File: src/rtl/axis_check_if.sv
// AXI4-Stream subset used by axis_check: data, byte enables, last, valid/ready handshake.
interface axis_check_if #(
    parameter int unsigned DATA_WIDTH = 32
);
    logic [DATA_WIDTH-1:0]   tdata;
    logic [DATA_WIDTH/8-1:0] tkeep;
    logic                    tlast;
    logic                    tvalid;
    logic                    tready;

    modport master (output tdata, tkeep, tlast, tvalid, input tready);
    modport slave  (input tdata, tkeep, tlast, tvalid, output tready);
endinterface

File: src/rtl/axis_check.sv
// Stream checker: applies a rotating backpressure pattern and checks frame length, a fixed/counter
// data pattern and handshake stability, with sticky flags, saturating counters and an error pulse.
module axis_check #(
    parameter int unsigned                       DATA_WIDTH    = 32,
    parameter int unsigned                       FRAME_LENGTH  = 64,
    parameter int unsigned                       CNTR_WIDTH    = 8,
    parameter logic [DATA_WIDTH-CNTR_WIDTH-1:0] FIXED_DATA    = '1,
    parameter logic [7:0]                        READY_PATTERN = 8'hFF
) (
    input  logic        clk,
    input  logic        rst,
    input  logic        enable,
    input  logic        clr,
    axis_check_if.slave S_AXIS,
    output logic [15:0] frame_cnt,
    output logic [15:0] err_cnt,
    output logic        data_err,
    output logic        len_err,
    output logic        proto_err,
    output logic        err_pulse
);
    localparam int unsigned FIX_W  = DATA_WIDTH - CNTR_WIDTH;
    localparam int unsigned KEEP_W = DATA_WIDTH / 8;
    localparam int unsigned IDX_W  = (CNTR_WIDTH > 32) ? CNTR_WIDTH : 32;

    if (CNTR_WIDTH > DATA_WIDTH) begin : g_bad_cntr
        $fatal(1, "axis_check: CNTR_WIDTH exceeds DATA_WIDTH");
    end
    if ((DATA_WIDTH % 8) != 0) begin : g_bad_width
        $fatal(1, "axis_check: DATA_WIDTH is not a multiple of 8");
    end
    if (FRAME_LENGTH < 2) begin : g_bad_len
        $fatal(1, "axis_check: FRAME_LENGTH below 2");
    end

    typedef enum logic {IDLE, IN_FRAME} state_t;

    state_t                  state_q;
    logic [IDX_W-1:0]        idx_q;
    logic [7:0]              pattern_q;
    logic                    tready_q;
    logic                    stall_q;
    logic [DATA_WIDTH-1:0]   prev_data_q;
    logic [KEEP_W-1:0]       prev_keep_q;
    logic                    prev_last_q;
    logic [15:0]             frame_cnt_q;
    logic [15:0]             err_cnt_q;
    logic                    data_err_q;
    logic                    len_err_q;
    logic                    proto_err_q;
    logic                    err_pulse_q;

    logic fixed_ok_c;
    logic acc_c;
    logic short_c;
    logic data_bad_c;
    logic len_bad_c;
    logic proto_bad_c;
    logic any_err_c;

    if (FIX_W > 0) begin : g_fixed
        assign fixed_ok_c = (S_AXIS.tdata[DATA_WIDTH-1:CNTR_WIDTH] == FIXED_DATA);
    end else begin : g_no_fixed
        assign fixed_ok_c = 1'b1;
    end

    // Per-cycle error conditions; data/length only matter on accepted beats.
    always_comb begin
        acc_c       = S_AXIS.tvalid & tready_q;
        short_c     = (idx_q < IDX_W'(FRAME_LENGTH - 1));
        data_bad_c  = !fixed_ok_c
                   || (S_AXIS.tdata[CNTR_WIDTH-1:0] != idx_q[CNTR_WIDTH-1:0])
                   || (S_AXIS.tkeep != {KEEP_W{1'b1}});
        len_bad_c   = S_AXIS.tlast ? short_c : !short_c;
        proto_bad_c = stall_q & (!S_AXIS.tvalid
                   || (S_AXIS.tdata != prev_data_q)
                   || (S_AXIS.tkeep != prev_keep_q)
                   || (S_AXIS.tlast != prev_last_q));
        any_err_c   = (acc_c & (data_bad_c | len_bad_c)) | proto_bad_c;
    end

    always_ff @(posedge clk) begin
        if (rst) begin
            state_q     <= IDLE;
            idx_q       <= '0;
            pattern_q   <= READY_PATTERN;
            tready_q    <= 1'b0;
            stall_q     <= 1'b0;
            prev_data_q <= '0;
            prev_keep_q <= '0;
            prev_last_q <= 1'b0;
            frame_cnt_q <= '0;
            err_cnt_q   <= '0;
            data_err_q  <= 1'b0;
            len_err_q   <= 1'b0;
            proto_err_q <= 1'b0;
            err_pulse_q <= 1'b0;
        end else begin
            // Backpressure generation and stall history run independently of clr.
            if (enable) begin
                pattern_q <= {pattern_q[0], pattern_q[7:1]};
            end
            tready_q    <= enable & pattern_q[0];
            stall_q     <= S_AXIS.tvalid & ~tready_q;
            prev_data_q <= S_AXIS.tdata;
            prev_keep_q <= S_AXIS.tkeep;
            prev_last_q <= S_AXIS.tlast;

            if (clr) begin
                state_q     <= IDLE;
                idx_q       <= '0;
                frame_cnt_q <= '0;
                err_cnt_q   <= '0;
                data_err_q  <= 1'b0;
                len_err_q   <= 1'b0;
                proto_err_q <= 1'b0;
                err_pulse_q <= 1'b0;
            end else begin
                err_pulse_q <= any_err_c;
                data_err_q  <= data_err_q  | (acc_c & data_bad_c);
                len_err_q   <= len_err_q   | (acc_c & len_bad_c);
                proto_err_q <= proto_err_q | proto_bad_c;
                if (any_err_c && (err_cnt_q != 16'hFFFF)) begin
                    err_cnt_q <= err_cnt_q + 16'd1;
                end
                // tlast always resynchronises the frame, errored or not.
                if (acc_c) begin
                    if (S_AXIS.tlast) begin
                        state_q <= IDLE;
                        idx_q   <= '0;
                        if (frame_cnt_q != 16'hFFFF) begin
                            frame_cnt_q <= frame_cnt_q + 16'd1;
                        end
                    end else begin
                        state_q <= IN_FRAME;
                        idx_q   <= idx_q + IDX_W'(1);
                    end
                end
            end
        end
    end

    assign S_AXIS.tready = tready_q;
    assign frame_cnt     = frame_cnt_q;
    assign err_cnt       = err_cnt_q;
    assign data_err      = data_err_q;
    assign len_err       = len_err_q;
    assign proto_err     = proto_err_q;
    assign err_pulse     = err_pulse_q;
endmodule
File: src/flat_wrapper.sv
// flat-port wrapper written by rule: the top's interface ports become plain ports
module axis_check_flat 
#(
    parameter int unsigned                       DATA_WIDTH    = 32,
    parameter int unsigned                       FRAME_LENGTH  = 64,
    parameter int unsigned                       CNTR_WIDTH    = 8,
    parameter logic [DATA_WIDTH-CNTR_WIDTH-1:0] FIXED_DATA    = '1,
    parameter logic [7:0]                        READY_PATTERN = 8'hFF
)
  (clk, rst, enable, clr, frame_cnt, err_cnt, data_err, len_err, proto_err, err_pulse, S_AXIS_tdata, S_AXIS_tkeep, S_AXIS_tlast, S_AXIS_tvalid, S_AXIS_tready);
  axis_check_if #(.DATA_WIDTH(DATA_WIDTH)) S_AXIS_i ();
  input  logic clk;
  input  logic rst;
  input  logic enable;
  input  logic clr;
  output logic [15:0] frame_cnt;
  output logic [15:0] err_cnt;
  output logic data_err;
  output logic len_err;
  output logic proto_err;
  output logic err_pulse;
  input wire logic [$bits(S_AXIS_i.tdata)-1:0] S_AXIS_tdata;
  input wire logic [$bits(S_AXIS_i.tkeep)-1:0] S_AXIS_tkeep;
  input wire logic [$bits(S_AXIS_i.tlast)-1:0] S_AXIS_tlast;
  input wire logic [$bits(S_AXIS_i.tvalid)-1:0] S_AXIS_tvalid;
  output wire logic [$bits(S_AXIS_i.tready)-1:0] S_AXIS_tready;
  assign S_AXIS_i.tdata = S_AXIS_tdata;
  assign S_AXIS_i.tkeep = S_AXIS_tkeep;
  assign S_AXIS_i.tlast = S_AXIS_tlast;
  assign S_AXIS_i.tvalid = S_AXIS_tvalid;
  assign S_AXIS_tready = S_AXIS_i.tready;
  axis_check #(.DATA_WIDTH(DATA_WIDTH), .FRAME_LENGTH(FRAME_LENGTH), .CNTR_WIDTH(CNTR_WIDTH), .FIXED_DATA(FIXED_DATA), .READY_PATTERN(READY_PATTERN)) u_core (.clk(clk), .rst(rst), .enable(enable), .clr(clr), .S_AXIS(S_AXIS_i), .frame_cnt(frame_cnt), .err_cnt(err_cnt), .data_err(data_err), .len_err(len_err), .proto_err(proto_err), .err_pulse(err_pulse));
endmodule
File: config.mk
export PLATFORM = sky130hd
export DESIGN_NAME = axis_check_flat
export DESIGN_NICKNAME = d
export VERILOG_FILES = /design/src/rtl/axis_check_if.sv /design/src/rtl/axis_check.sv /design/src/flat_wrapper.sv
export SDC_FILE = /design/constraint.sdc
export NUM_CORES = 1
export LEC_CHECK = 0
export CORE_MARGIN = 4
export CORE_UTILIZATION = 30
export DETAILED_ROUTE_END_ITERATION = 16
export GPL_TIMING_DRIVEN = 0
export PLACE_DENSITY = 0.5
export SYNTH_ARGS = -nofsm -noshare
export SYNTH_HDL_FRONTEND = slang
export SYNTH_SLANG_ARGS = --single-unit
File: constraint.sdc
create_clock -name clk -period 2.2 [get_ports clk]
set_clock_uncertainty 0.2 [all_clocks]
set_input_delay 0.33 -clock clk [delete_from_list [all_inputs] [get_ports clk]]
set_output_delay 0.33 -clock clk [all_outputs]
set_load 0.1 [all_outputs]
==> impl_metrics.ini <==
[floorplan]
die_x_um = 138
die_y_um = 138
initial_core_util_pct = 30.5
dieArea_mm2 = 0.0189
ios = 79
row_count = 47
core_area_mm2 = 0.0165

[logic_synthesis]
ys_types = 47
synth_seq_cells = 115
netlist_instances = 549
synthArstFlopShare_pct = 0
synth_edf_count = 0
seq_area_frac_synth_pct = 45.7
ys_warn_count = 0
ys.flop_type = dfxtp_1
syn_area_per_cell_um2 = 9.17
syn_area_mm2 = 0.00504
synth_fp_nets = 594

[route]
drt_iter0_drc = 137
wirelength_mm = 12.7
dr.pass1.iters = 4
routedWlPerCell_um = 14.3
avgViaCountPerCell = 4.68
postRouteAntennaNets = 0
drc = 0
vias = 4149

[status]
status = complete, but fails checks
violations = negative setup slack

[clocking]
clock-sinks = 115
cts_tree = yes
cts_buffers = 17
h-tree-depth = 4
cts_hold_buffers = 0
clockBufferDepth = 2
cts.clk_slew.worst_paths_ns = 0.05
cts-root-buf = clkbuf_16
clock_latency_ns = 0.41

[worst_setup_path]
start_kind = flop
critPathMaxFanout = 5
rrSetupSlack_ns = -0.20
crit_type = flop to flop
reg2reg_from = u_core.idx_q[23]$_SDFFE_PP0P_
r2r_end = u_core.err_cnt[11]$_SDFFE_PP0P_
end_kind = flop
ff2ff_path_depth = 8
crit_required_ns = 2.30
cp.arrival_ns = 2.51

[layout]
nets = 699
area_delta_synth_final_pct = 37.8
final_cell_area_mm2 = 0.00694
diodes = 0
drive_gt1_share_pct = 18.7
fillers = 1626

[placement]
place_area_mm2 = 0.00619
port_buffers = 78
hpwlAfterDp_mm = 9.43
gp_congestion = 0.818
pre_cts_ws_ns = -0.914

[sta]
setup_viol = 16
timing.final.crit_period_ns = 2.40
max_freq_ghz = 0.416
period_share_pct = 109
relSlewSlack_pct = 35.8
worst_pin_slew_ns = 0.967
fin_ws_ns = -0.203
hold_viol_final = 0
rsz0062_at_grt = true
slew_violations = 0

[global_route]
grt_max_degree = 17
grt_pass1_vias = 4079
use_met1_pct = 17.3
use_met3_pct = 4.67
grt_antenna_before_repair = 0
grt_pass1_wl_mm = 20.4
grt.overflow.total = 0
busiest_layer = met2
met2_usage_pct = 22.4
grt_usage_pct = 14.0

[power_and_ir_drop]
ir_drop_mv = 0.486
power.density_mw_per_mm2 = 777
p_leak_nw = 2.73

[worst_hold_path]
worstHoldEndpoint = u_core.stall_q$_SDFF_PP0_
hold_start = S_AXIS_tvalid
hold_depth = 2
min_path_type = input pin to flop

[job]
maxCapViolations = 0
==> registers in the layout, indices dropped and copies added, names as in the netlist <==
register	cells
u_core.S_AXIS.tready	1
u_core.stall_q	1
u_core.err_pulse	1
u_core.err_cnt	16
u_core.prev_data_q	32
u_core.proto_err	1
u_core.data_err	1
u_core.pattern_q	8
u_core.len_err	1
u_core.frame_cnt	16
u_core.prev_keep_q	4
u_core.prev_last_q	1
u_core.idx_q	32
==> cell usage after synthesis (2+ instances only) <==
cell / count / area, µm²
a31oi_1: 5 / 31.3
inv_1: 14 / 52.6
and4b_1: 2 / 20.0
nor3_1: 4 / 20.0
o21ai_0: 6 / 30.0
and4_1: 4 / 35.0
nor4_2: 2 / 25.0
a31o_2: 2 / 17.5
buf_2: 3 / 15.0
xor2_1: 67 / 587
clkbuf_1: 13 / 48.8
mux2i_1: 6 / 60.1
a31o_1: 2 / 17.5
nor2_1: 61 / 229
a21o_1: 2 / 15.0
nand4_1: 25 / 156
nand3_1: 24 / 120
or3_1: 11 / 68.8
buf_6: 2 / 22.5
a211o_1: 7 / 61.3
xnor2_1: 15 / 131
nor4_1: 17 / 106
and2_1: 6 / 37.5
nor3_2: 2 / 20.0
dfxtp_1: 115 / 2300
ha_1: 3 / 37.5
nand2_1: 38 / 143
nor2b_1: 41 / 257
a21oi_1: 16 / 80.1
a41o_1: 4 / 40.0
and3_1: 13 / 81.3
buf_1: 2 / 7.51
==> placed cells by master, fill, tap and decap left out, types with 3 or more instances in the layout <==
cell type	synthesis	final
nor2b_1	41	41
clkbuf_16	0	17
or3_1	11	11
clkbuf_8	0	5
inv_1	14	14
nor4_4	0	3
buf_4	0	8
dfxtp_2	0	25
nor4_2	2	5
clkbuf_1	13	13
xnor2_1	15	15
nor3_2	2	3
clkdlybuf4s50_1	0	39
nand2_1	38	37
nand4_1	25	25
and3_1	13	11
a31oi_1	5	5
nor4_1	17	11
nand3_1	24	23
o21ai_0	6	6
a211o_1	7	7
dlygate4sd2_1	0	14
clkbuf_2	0	10
bufinv_16	0	3
buf_6	2	4
dfxtp_1	115	77
and2_1	6	5
mux2i_1	6	6
nor2_1	61	60
clkdlybuf4s15_1	0	13
clkinv_2	0	3
a41o_1	4	4
xor2_1	67	67
dfxtp_4	0	13
and4_1	4	4
a21oi_1	16	16
==> layout make-up <==
type                            count  area [µm²]  area share (%)
Multi-Input combinational cell    400        2710            39.1
Sequential cell                   115        2380            34.3
Timing Repair Buffer               87         798            11.5
Clock buffer                       24         502            7.23
Tap cell                          220         275            3.97
Clock inverter                      8         123            1.77
Buffer                             19        93.8            1.35
Inverter                           14        52.6           0.757
==> kinds of logic after synthesis <==
group           count (synthesis)  share of synthesized area [%]
xor+xnor                       82                           14.3
buf+inv                        34                           2.91
mux                             7                           1.49
flops                         115                           45.7
fa+ha+maj                       3                          0.745
simple gates                  255                           26.9
compound gates                 53                           7.98
==> worst max-delay path by stage <==
stage	startpoint	cells after the start	slack, ns	endpoint
2_1_floorplan	u_core.idx_q[30]$_SDFFE_PP0P_	8	-0.04	u_core.err_cnt[6]$_SDFFE_PP0P_
3_3_place_gp	S_AXIS_tdata[5]	8	-0.91	u_core.err_cnt[7]$_SDFFE_PP0P_
5_1_grt	u_core.idx_q[23]$_SDFFE_PP0P_	8	-0.34	u_core.err_cnt[9]$_SDFFE_PP0P_
3_5_place_dp	S_AXIS_tdata[5]	8	-0.91	u_core.err_cnt[9]$_SDFFE_PP0P_
4_1_cts	u_core.idx_q[12]$_SDFFE_PP0P_	9	-0.32	u_core.err_cnt[3]$_SDFFE_PP0P_
6_report	u_core.idx_q[23]$_SDFFE_PP0P_	8	-0.20	u_core.err_cnt[11]$_SDFFE_PP0P_
==> critical path, stage by stage, from the launching register on <==
cell,delay [ns]
dfxtp_2,0.34
nor4_4,0.28
nand3_1,0.14
a311oi_2,0.31
mux2_4,0.35
a31oi_4,0.24
buf_6,0.15
a31oi_1,0.07
a41o_1,0.22
==> metal layers <==
| metal | wire (µm) | up-vias |
|---|---|---|
| li1 | - | 2108 |
| met1 | 5840 | 1959 |
| met2 | 6040 | 67 |
| met3 | 591 | 15 |
| met4 | 225 | 0 |
| met5 | 0 | - |
==> repair_timing <==
| action | 4_1_cts | 5_1_grt |
|---|---|---|
| setup endpoints to repair | 70 | 64 |
| pin swaps | 14 | 11 |
| buffers inserted | 8 | 1 |
| resized for setup | 61 | 43 |
==> report_power, final <==
| part | switching (mW) | internal, mW |
|---|---|---|
| clock network | 0.944 | 1.93 |
| logic | 0.204 | 0.170 |
| registers | 0.0267 | 2.12 |
| total | 1.18 | 4.22 |
==> through the flow <==
stage / power, mW / hold WS [ns] / util (%) / setup TNS [ns] / instances
after floorplan: 2.38 / 0.218 / - / -0.0710 / 549
after CTS: 5.47 / 0.194 / 41.7 / -4.10 / 886
final: 5.40 / 0.163 / 42.0 / -2.56 / 887
after global placement: 2.55 / 0.239 / 37.4 / -33.41 / 847
after global routing: 5.61 / 0.151 / 42.0 / -5.78 / 887
after detailed placement: 2.56 / 0.247 / 37.4 / -34.26 / 847
Power figures use the tool's default switching activity.
